<file path="config.mk">
export PLATFORM = sky130hd
export DESIGN_NAME = sat_counter
export DESIGN_NICKNAME = d
export VERILOG_FILES = /design/src/rtl/mod_cnt_pkg.sv /design/src/rtl/mod_seq_checker_sat_counter.sv
export SDC_FILE = /design/constraint.sdc
export NUM_CORES = 1
export LEC_CHECK = 0
export ABC_AREA = 1
export BUFFER_PORTS_ARGS = -buffer_cell sky130_fd_sc_hd__buf_2
export CELL_PAD_IN_SITES_DETAIL_PLACEMENT = 1
export CELL_PAD_IN_SITES_GLOBAL_PLACEMENT = 1
export CORE_MARGIN = 2
export CORE_UTILIZATION = 29
export CTS_CLUSTER_DIAMETER = 120
export DETAILED_ROUTE_END_ITERATION = 10
export PLACE_DENSITY_LB_ADDON = 0.3
export SETUP_SLACK_MARGIN = 0.15
export SKIP_LAST_GASP = 1
export SLEW_MARGIN = 20
export SYNTH_ARGS = -nofsm -noshare
export SYNTH_HDL_FRONTEND = slang
export SYNTH_SLANG_ARGS = --single-unit
export TNS_END_PERCENT = 10
</file>
<file path="constraint.sdc">
create_clock -name clk -period 1.5 [get_ports clk]
set_clock_uncertainty 0.05 [all_clocks]
set_input_delay 0.15 -clock clk [delete_from_list [all_inputs] [get_ports clk]]
set_output_delay 0.15 -clock clk [all_outputs]
set_load 0.01 [all_outputs]
</file>
<file path="src/rtl/mod_cnt_pkg.sv">
// Shared types, defaults and the modulo-successor helper used by the MOD-N
// counter blocks and by the receive-side sequence checker.
package mod_cnt_pkg;

    typedef enum logic [1:0] {
        SEARCH  = 2'd0,
        ACQUIRE = 2'd1,
        LOCKED  = 2'd2
    } seq_state_t;

    localparam int MOD_DEFAULT   = 14;
    localparam int CNT_W_DEFAULT = 8;

    // Successor in the 0..mod-1 ring; callers cast the result down to their bus width.
    function automatic logic [15:0] mod_next(input logic [15:0] v, input logic [15:0] mod);
        logic [15:0] r_result;
        if (v == (mod - 16'd1)) begin
            r_result = 16'd0;
        end else begin
            r_result = v + 16'd1;
        end
        return r_result;
    endfunction

endpackage

</file>
<file path="src/rtl/mod_seq_checker_sat_counter.sv">
// Saturating event counter with a synchronous clear that beats a same-cycle increment.
module sat_counter
    import mod_cnt_pkg::*;
#(
    parameter int CNT_W = CNT_W_DEFAULT
) (
    input  logic             clk,
    input  logic             rst_n,
    input  logic             inc,
    input  logic             clr,
    output logic [CNT_W-1:0] count
);

    localparam logic [CNT_W-1:0] CNT_MAX = {CNT_W{1'b1}};

    logic [CNT_W-1:0] r_count;

    // Count register: reset, then clear, then saturating increment.
    always_ff @(posedge clk) begin
        if (!rst_n) begin
            r_count <= {CNT_W{1'b0}};
        end else if (clr) begin
            r_count <= {CNT_W{1'b0}};
        end else if (inc && (r_count != CNT_MAX)) begin
            r_count <= r_count + CNT_W'(1);
        end else begin
            r_count <= r_count;
        end
    end

    assign count = r_count;

endmodule

</file>
; ---- After elaboration in Yosys (flattened, before gate mapping)
; Index checks and enable logic that the tools add are counted.
[totals]
register_bits = 8
wordCells = 6
inputBits = 4
[classes]
n_reduce_logical = 2
addsub = 1
n_bitwise = 1
eq_ne = 1
[ops]
columns = op, count
row1 = $add 8x1->8 const B, 1
row2 = $ne 8x8->1 const B, 1
row3 = $reduce_or 2->1, 1
row4 = $logic_and 1x1->1, 1
row5 = $not 1->1, 1

; ---- Logic depth before layout (Yosys ltp)
; Gate-level depths: netlist (run 1).
[depth]
depth_word = 2
ltp_mapped = 8
ltp_nobuf = 8

; ---- Worst setup path before layout (run 1)
; OpenSTA, ideal clock, no wires.
[synth_timing]
path_type = register to register
from = register r_count[0] (netlist: count[0])
to = register r_count[6] (netlist: count[6])
stages_incl_launch_ff = 9
synth_period_minus_slack_ns = 1.285
setup_ns = 0.115
n_path_buf = 0
arrival_time_ns = 1.120
slack_ns = 0.215
required_time_ns = 1.335
cell_sequence = dfxtp_1 > ha_1 > nand2_1 > inv_1 > nand2_1 > nor2_1 > nand3_1 > nand2_1 > nor2_1
[synth_between]
elab_chain_cells = 2
[synth_lines]
columns = item, line_no
row1 = from (decl), mod_seq_checker_sat_counter.sv:16  ; logic [CNT_W-1:0] r_count;
row2 = from (signal assigned), mod_seq_checker_sat_counter.sv:21  ; r_count <= {CNT_W{1'b0}};
row3 = from (signal assigned), mod_seq_checker_sat_counter.sv:23  ; r_count <= {CNT_W{1'b0}};
row4 = from (signal assigned), mod_seq_checker_sat_counter.sv:25  ; r_count <= r_count + CNT_W'(1);
row5 = branches (longest 2 deep; another with $add 8x1->8), n/a
; Parallel ways; which one is timed is not known.
; A chain may end at the register's enable or synchronous reset.

; ---- Final worst setup path (run 1)
; Same ends and word-level chain as after synthesis.

==> results.rst, run 1 <==
.. list-table::
   :header-rows: 1

   * - Metric
     - Value
   * - Critical Path, Cell by Cell
     - ha_4, nand2_2, inv_1, nand2_1, nor2_2, nand3_1, nand2_1, nor2_1
   * - Post-CTS setup buffer count
     - 0
   * - Core area
     - 0.001506 mm2
   * - Max Transition Viols Final
     - 0
   * - Total number of yosys warnings
     - 0
   * - Critical path capture point type
     - flop
   * - CP Data Arrival Time
     - 1.31 ns
   * - Met1 layer wirelength in the final routing
     - 522 um
   * - Unrepaired setup endpoints after global routing
     - false
   * - Synthesized net count
     - 77
   * - Category of the critical setup timing path
     - reg2reg
   * - Register share of total power
     - between 50% and 60%
   * - Final setup violation count
     - 0
   * - Clock buffer count from CTS
     - 3
   * - Fraction of layout instances using a drive strength above 1
     - a little under a third
   * - Fraction of the cycle the final worst path needs
     - 80.52%
   * - Cell taking the most area after synthesis
     - sky130_fd_sc_hd__dfxtp_1
   * - Worst Hold Margin
     - approximately 0.10 ns
   * - Final GP Congestion
     - 0.6913
   * - Hold violation total from the final report
     - 0
   * - Clock sink count
     - 8
   * - Critical path peak fanout
     - 5
   * - Storage cell area
     - roughly 170 um2
   * - Actual slew at the worst max-slew pin
     - 0.2335 ns
   * - Routed wire length on met2
     - between 500 and 600 um
   * - Mapped Cells
     - 72
   * - Rel. slew slack
     - 84.41%
   * - Initial standard-cell utilization of the core
     - a little under a third
   * - Detailed-router iteration count before antenna repair
     - 4
   * - Global-route usage over all layers
     - 14.83%
   * - Per-cell via count in the routed design
     - 4.882
   * - Clock period minus worst slack
     - 1.208 ns
   * - Number of antenna diodes
     - 0
   * - Final routed wire length divided by cell count
     - approximately 11 um
   * - Data required time of the critical path
     - 1.60 ns
   * - Relative contribution of the clock network to total power
     - between 40% and 50%
   * - Hold buffer count at cts
     - 0
   * - Largest net degree at the start of global routing
     - 11
   * - Average cell area after synthesis
     - ~6.4 um2
   * - TNS Setup
     - 0 ns
   * - Count of unresolved DRC violations after routing
     - 0
   * - Design internal power
     - 0.0003193 W
   * - Clock tree from TritonCTS
     - yes
   * - DP HPWL
     - 886.5 um
   * - Area taken by multi-input logic gates
     - 275.3 um2
   * - Max-Cap Viols
     - 0
   * - Area growth syn-to-layout
     - 25.95%
   * - CP Launch Type
     - flop
   * - Combinational share of power
     - roughly 7.1%
   * - Switching share of power
     - around a quarter
   * - Number of input and output port buffers inserted
     - 11
   * - Total wire length after detailed routing
     - 1.160 mm
   * - Area contributors post-synth
     - sky130_fd_sc_hd__dfxtp_1, sky130_fd_sc_hd__nand2_1, sky130_fd_sc_hd__nor2_1
   * - Amount of wire on met3 after detailed routing
     - 60 um
   * - Cell family with the largest share of critical-path delay
     - simple AND/OR/NAND/NOR gates
   * - Number of buffer and inverter instances along the worst setup path
     - 1
   * - Max layer used
     - met4
   * - Number of DRC markers after the initial detailed-route iteration
     - 3
   * - Count of nets after finishing
     - 93
   * - Antenna violations before repair
     - 0
   * - Num ports
     - 12
   * - Area share of the leading cell type in the synthesized netlist
     - between 30% and 40%
   * - Highest Clock Rate
     - 0.8280 GHz
   * - Critical-path cell with the highest stage delay
     - sky130_fd_sc_hd__dfxtp_4
   * - Placed Instance Area
     - 538.0 um2
   * - Post-Layout Inst Area
     - between 500 and 600 um2
   * - Vias in the first global route
     - 483
   * - Class of the worst hold path
     - in2reg
   * - Clock Latency Late Sink
     - roughly 0.26 ns
   * - Standard-cell rows
     - 14
   * - Congestion Overflow GR
     - 0
   * - Die width
     - between 40 and 50 um
   * - Via Count
     - 498
   * - Clock root buffer
     - sky130_fd_sc_hd__clkbuf_4
   * - Cell area power density
     - approximately 700 mW/mm2
   * - Leakage power of the design
     - 0.2803 nW
   * - Area of the mapped netlist
     - 462.9 um2
   * - Most used cell along the critical path
     - sky130_fd_sc_hd__nand2_1
   * - H-tree lvl count
     - 1
   * - Maximum number of buffers from clock root to sink
     - 2
   * - Number of nets with antenna violations after routing
     - 0
   * - Number of flip-flops in the largest register
     - 8
   * - Critical Path Max Stage Delay
     - 0.38 ns
   * - Clock-pin slew of the registers on the worst-case setup and hold paths
     - 0.06 ns
   * - VDD IR-drop max
     - 0.3389 mV
   * - Total power after layout
     - ~0.00042 W
   * - Net Switching
     - 0.0001014 W
   * - Die Ht
     - approximately 44 um
   * - Full die area
     - 0.001932 mm2
   * - Yosys cell types
     - 18
   * - Sequential element share of the synthesized area
     - 34.59%
   * - Flop and latch count out of synthesis
     - 8
   * - Fill count
     - 211
   * - First-pass GRT wire length
     - 2.035 mm
   * - Status
     - finished, final reports clean
[per-layer routing]
layer	vias up	GRT usage, %
li1	255	-
met1	231	15.50
met2	10	25.29
met3	2	7.500
met4	0	5.455
met5	-	0
[layout make-up]
type,count,share of cell area (%)
repair buffers,12,10.73
flip-flops and latches,8,28.33
inverters,10,6.438
multi-input cells,53,47.21
well taps,16,3.433
clock buffers,3,3.863
[through the flow]
stage                     std cells  worst slack [ns]  util [%]
after CTS                       102            0.1831     37.38
after global routing            102            0.1305     38.70
after detailed placement         99            0.1473     35.71
after global placement           99            0.2021     35.71
after floorplan                  72            0.2153         -
final                           102            0.2922     38.70
[cells in the final DEF (no fill, tap or decap), drive strengths merged, types with 3 or more instances in the layout]
cell	netlist	final
a21oi	6	6
buf	1	12
clkbuf	0	3
dfxtp	8	8
inv	9	9
nand2	19	19
nand3	4	4
nor2	16	16
[synth_stat cells]
cell,instances
sky130_fd_sc_hd__nand3b_1,2
sky130_fd_sc_hd__nand2_2,1
sky130_fd_sc_hd__ha_1,1
sky130_fd_sc_hd__clkinv_1,1
sky130_fd_sc_hd__nor2_1,13
sky130_fd_sc_hd__buf_4,1
sky130_fd_sc_hd__inv_2,1
sky130_fd_sc_hd__nor2_2,2
sky130_fd_sc_hd__nand4_1,1
sky130_fd_sc_hd__nor3_1,2
sky130_fd_sc_hd__nand2_1,17
sky130_fd_sc_hd__a21oi_1,6
sky130_fd_sc_hd__nand3_1,4
sky130_fd_sc_hd__nand2_4,1
sky130_fd_sc_hd__inv_1,8
sky130_fd_sc_hd__dfxtp_1,8
sky130_fd_sc_hd__nor2_4,1
sky130_fd_sc_hd__o21ai_0,2
[worst reg2reg max path, stage by stage, from the launching register on]
cell	delay [ns]
sky130_fd_sc_hd__dfxtp_4	0.38
sky130_fd_sc_hd__ha_4	0.15
sky130_fd_sc_hd__nand2_2	0.07
sky130_fd_sc_hd__inv_1	0.07
sky130_fd_sc_hd__nand2_1	0.08
sky130_fd_sc_hd__nor2_2	0.14
sky130_fd_sc_hd__nand3_1	0.07
sky130_fd_sc_hd__nand2_1	0.06
sky130_fd_sc_hd__nor2_1	0.03
[power by group through the flow]
stage                     registers, W  logic (W)  clock network (W)
after floorplan               0.000223  0.0000172                  0
after global placement        0.000222  0.0000286                  0
after detailed placement      0.000223  0.0000293                  0
after CTS                     0.000218  0.0000294           0.000184
after global routing          0.000219  0.0000349           0.000188
final                         0.000218  0.0000297           0.000173
[what timing repair did]
item,4_1_cts,5_1_grt
gates resized for setup,2,5
endpoints found under the setup margin,1,5
pin swaps,0,1
[cell families (layout without fill, tap and decap cells)]
group | Yosys count | in the layout | synth area share, %
buffers and inverters | 11 | 25 | 9.729
adders and majority gates | 1 | 1 | 2.702
DFF | 8 | 8 | 34.59
AOI/OAI and AO/OA | 8 | 8 | 8.649
and+or+nand+nor | 44 | 44 | 44.33
[path summary, 6_finish.rpt]
kind / from / end / slack, ns / depth (start not counted)
setup / recovery: count[0]$_SDFFE_PP0P_ / count[6]$_SDFFE_PP0P_ / 0.29 / 8
hold / removal: clr / count[2]$_SDFFE_PP0P_ / 0.10 / 4
setup reg to reg: count[0]$_SDFFE_PP0P_ / count[6]$_SDFFE_PP0P_ / 0.29 / 8
hold reg to reg: count[1]$_SDFFE_PP0P_ / count[1]$_SDFFE_PP0P_ / 0.49 / 2
(Power assumes the default switching activity.)
==> inputs of run 2 (changes only) <==
==> constraint.sdc (replaced) <==
create_clock -name clk -period 1.1 [get_ports clk]
set_clock_uncertainty 0.05 [all_clocks]
set_input_delay 0.11 -clock clk [delete_from_list [all_inputs] [get_ports clk]]
set_output_delay 0.11 -clock clk [all_outputs]
set_load 0.01 [all_outputs]
==> results.rst, run 2 (synthesis gave the netlist of run 1 again) <==
.. list-table::
   :header-rows: 1

   * - Metric
     - Value
   * - DP HPWL
     - 1.055 mm (was 886.5 um)
   * - Number of DRC markers after the initial detailed-route iteration
     - 6 (was 3)
   * - Clock-pin slew of the registers on the worst-case setup and hold paths
     - 0.06 ns (about the same)
   * - Number of input and output port buffers inserted
     - 11 (unchanged)
   * - Highest Clock Rate
     - 0.8746 GHz (was 0.8280 GHz)
   * - Die width
     - 43.96 um (unchanged)
   * - Clock sink count
     - 8 (unchanged)
   * - Hold buffer count at cts
     - 0 (unchanged)
   * - Post-CTS setup buffer count
     - 0 (unchanged)
   * - Cell area power density
     - 869.3 mW/mm2 (was 721.5 mW/mm2)
   * - Category of the critical setup timing path
     - reg2reg (unchanged)
   * - Area growth syn-to-layout
     - 47.84% (was 25.95%)
   * - Global-route usage over all layers
     - 16.57% (was 14.83%)
   * - Unrepaired setup endpoints after global routing
     - true (was false)
   * - Final setup violation count
     - 7 (was 0)
   * - Clock Latency Late Sink
     - 0.25 ns (was 0.26 ns)
   * - Number of antenna diodes
     - 0 (unchanged)
   * - First-pass GRT wire length
     - 2.346 mm (was 2.035 mm)
   * - Total power after layout
     - 0.0005949 W (was 0.0004207 W)
   * - VDD IR-drop max
     - 0.6297 mV (was 0.3389 mV)
   * - Leading cell type in the layout, fill and taps excluded
     - sky130_fd_sc_hd__nand2_1 (unchanged)
   * - Via Count
     - 518 (was 498)
   * - Clock period minus worst slack
     - 1.143 ns (was 1.208 ns)
   * - Maximum number of buffers from clock root to sink
     - 2 (unchanged)
   * - H-tree lvl count
     - 1 (unchanged)
   * - Total wire length after detailed routing
     - 1.288 mm (was 1.160 mm)
   * - Max Transition Viols Final
     - 0 (unchanged)
   * - Class of the worst hold path
     - in2reg (unchanged)
   * - Count of nets after finishing
     - 102 (was 93)
   * - Number of nets with antenna violations after routing
     - 0 (unchanged)
   * - Actual slew at the worst max-slew pin
     - 0.2933 ns (was 0.2335 ns)
   * - Source of the worst hold timing path
     - clr (unchanged)
   * - Clock tree from TritonCTS
     - yes (unchanged)
   * - Most frequent cells in the layout
     - sky130_fd_sc_hd__nand2_1, sky130_fd_sc_hd__nor2_1, sky130_fd_sc_hd__buf_2 (unchanged)
   * - TNS Setup
     - -0.1338 ns (was 0 ns)
   * - Count of unresolved DRC violations after routing
     - 0 (unchanged)
   * - Vias in the first global route
     - 550 (was 483)
   * - Start of the worst register-to-register path
     - count[1]$_SDFFE_PP0P_ (was count[0]$_SDFFE_PP0P_)
   * - Detailed-router iteration count before antenna repair
     - 2 (was 4)
   * - Hold violation total from the final report
     - 0 (unchanged)
   * - Final routed wire length divided by cell count
     - 11.50 um (was 11.37 um)
   * - Clock root buffer
     - sky130_fd_sc_hd__clkbuf_4 (unchanged)
   * - Final GP Congestion
     - 0.7430 (was 0.6913)
   * - # placed instances
     - 108 (was 99)
   * - Data required time of the critical path
     - 1.20 ns (was 1.60 ns)
   * - Standard-cell rows
     - 14 (unchanged)
   * - Clock buffer count from CTS
     - 3 (unchanged)
   * - Full die area
     - 0.001932 mm2 (unchanged)
   * - Violated checks
     - setup timing
   * - Count of non-filler cells in the finished layout
     - 112 (was 102)
   * - CP Data Arrival Time
     - 1.24 ns (was 1.31 ns)
   * - Initial standard-cell utilization of the core
     - 30.73% (unchanged)
   * - Status
     - complete, but fails checks (was finished, final reports clean)
   * - Congestion Overflow GR
     - 0 (unchanged)
   * - Number of flip-flops in the largest register
     - 8 (unchanged)
   * - Max-Cap Viols
     - 0 (unchanged)
   * - Critical path origin
     - count[1]$_SDFFE_PP0P_ (was count[0]$_SDFFE_PP0P_)
   * - Die Ht
     - 43.96 um (unchanged)
   * - Antenna violations before repair
     - 0 (unchanged)
   * - Core area
     - 0.001506 mm2 (unchanged)
   * - Critical path peak fanout
     - 4 (was 5)
   * - Critical path capture point type
     - flop (unchanged)
   * - CP Launch Type
     - flop (unchanged)
   * - Leakage power of the design
     - 0.3610 nW (was 0.2803 nW)
   * - Rel. slew slack
     - 80.37% (was 84.41%)
   * - Core utilization of the finished layout
     - 45.43% (was 38.70%)
   * - Largest net degree at the start of global routing
     - 11 (unchanged)
   * - Setup ws final
     - -0.04342 ns (was 0.2922 ns)
   * - Fraction of layout instances using a drive strength above 1
     - 41.67% (was 30.23%)
   * - Num ports
     - 12 (unchanged)
   * - Per-cell via count in the routed design
     - 4.625 (was 4.882)
   * - Fraction of the cycle the final worst path needs
     - 103.9% (was 80.52%)
run 2: cell count changes in the layout (fill, tap and decap cells not counted), sizes merged:
| cell | before | now |
|---|---|---|
| clkbuf | 3 | 4 |
| buf | 12 | 21 |
run 2: worst max-delay path, cell delays in order (launching register included):
cell and delay [ns]:
sky130_fd_sc_hd__dfxtp_4 0.37, sky130_fd_sc_hd__ha_4 0.15, sky130_fd_sc_hd__nand2_4 0.06, sky130_fd_sc_hd__inv_2 0.07
sky130_fd_sc_hd__nand2_4 0.06, sky130_fd_sc_hd__nor2_4 0.11, sky130_fd_sc_hd__nand3_2 0.07, sky130_fd_sc_hd__nand2_1 0.07
sky130_fd_sc_hd__nor2_1 0.04
run 2: power breakdown:
part	total (W)	internal (W)	leakage [nW]	switching, W
clock	0.000255	0.000140	0.0150	0.000115
combinational	0.0000456	0.0000203	0.279	0.0000253
sequential	0.000295	0.000290	0.0666	0.00000435
total	0.000595	0.000450	0.361	0.000145
run 2: metrics by stage:
step / hold WS (ns) / area (um2) / worst slack, ns
after floorplan: 0.2151 / 495.5 / -0.02186
after global placement: 0.3236 / 638.1 / -0.02920
after detailed placement: 0.3523 / 638.1 / -0.05941
after CTS: 0.07170 / 668.1 / -0.05542
after global routing: 0.07659 / 684.4 / -0.1388
final: 0.06799 / 684.4 / -0.04342
run 2: cell type report:
class                           count  area [um2]
Clock buffer                        4       26.28
Fill cell                         203       822.0
Inverter                           10       37.54
Multi-Input combinational cell     53       301.5
Sequential cell                     8       168.9
Tap cell                           16       20.02
Timing Repair Buffer               21       130.1
run 2: timing repair:
item	4_1_cts	5_1_grt
setup endpoints to repair	15	16
gates cloned	0	0
gates resized for setup	1	4
pin swaps	3	2
run 2: per-layer routing:
| layer | track usage (%) | share of wire [%] |
|---|---|---|
| met5 | 0 | 0 |
| met4 | 7.273 | 0.93 |
| met3 | 4.167 | 3.1 |
| met2 | 27.65 | 49 |
| met1 | 19.90 | 47 |
run 2: path summary, 6_finish.rpt:
check | endpoint | slack [ns] | cells after the start
worst min-delay path | count[2]$_SDFFE_PP0P_ | 0.07 | 4
worst max-delay path | count[6]$_SDFFE_PP0P_ | -0.04 | 8
worst min register to register | count[1]$_SDFFE_PP0P_ | 0.48 | 2
worst max register to register | count[6]$_SDFFE_PP0P_ | -0.04 | 8
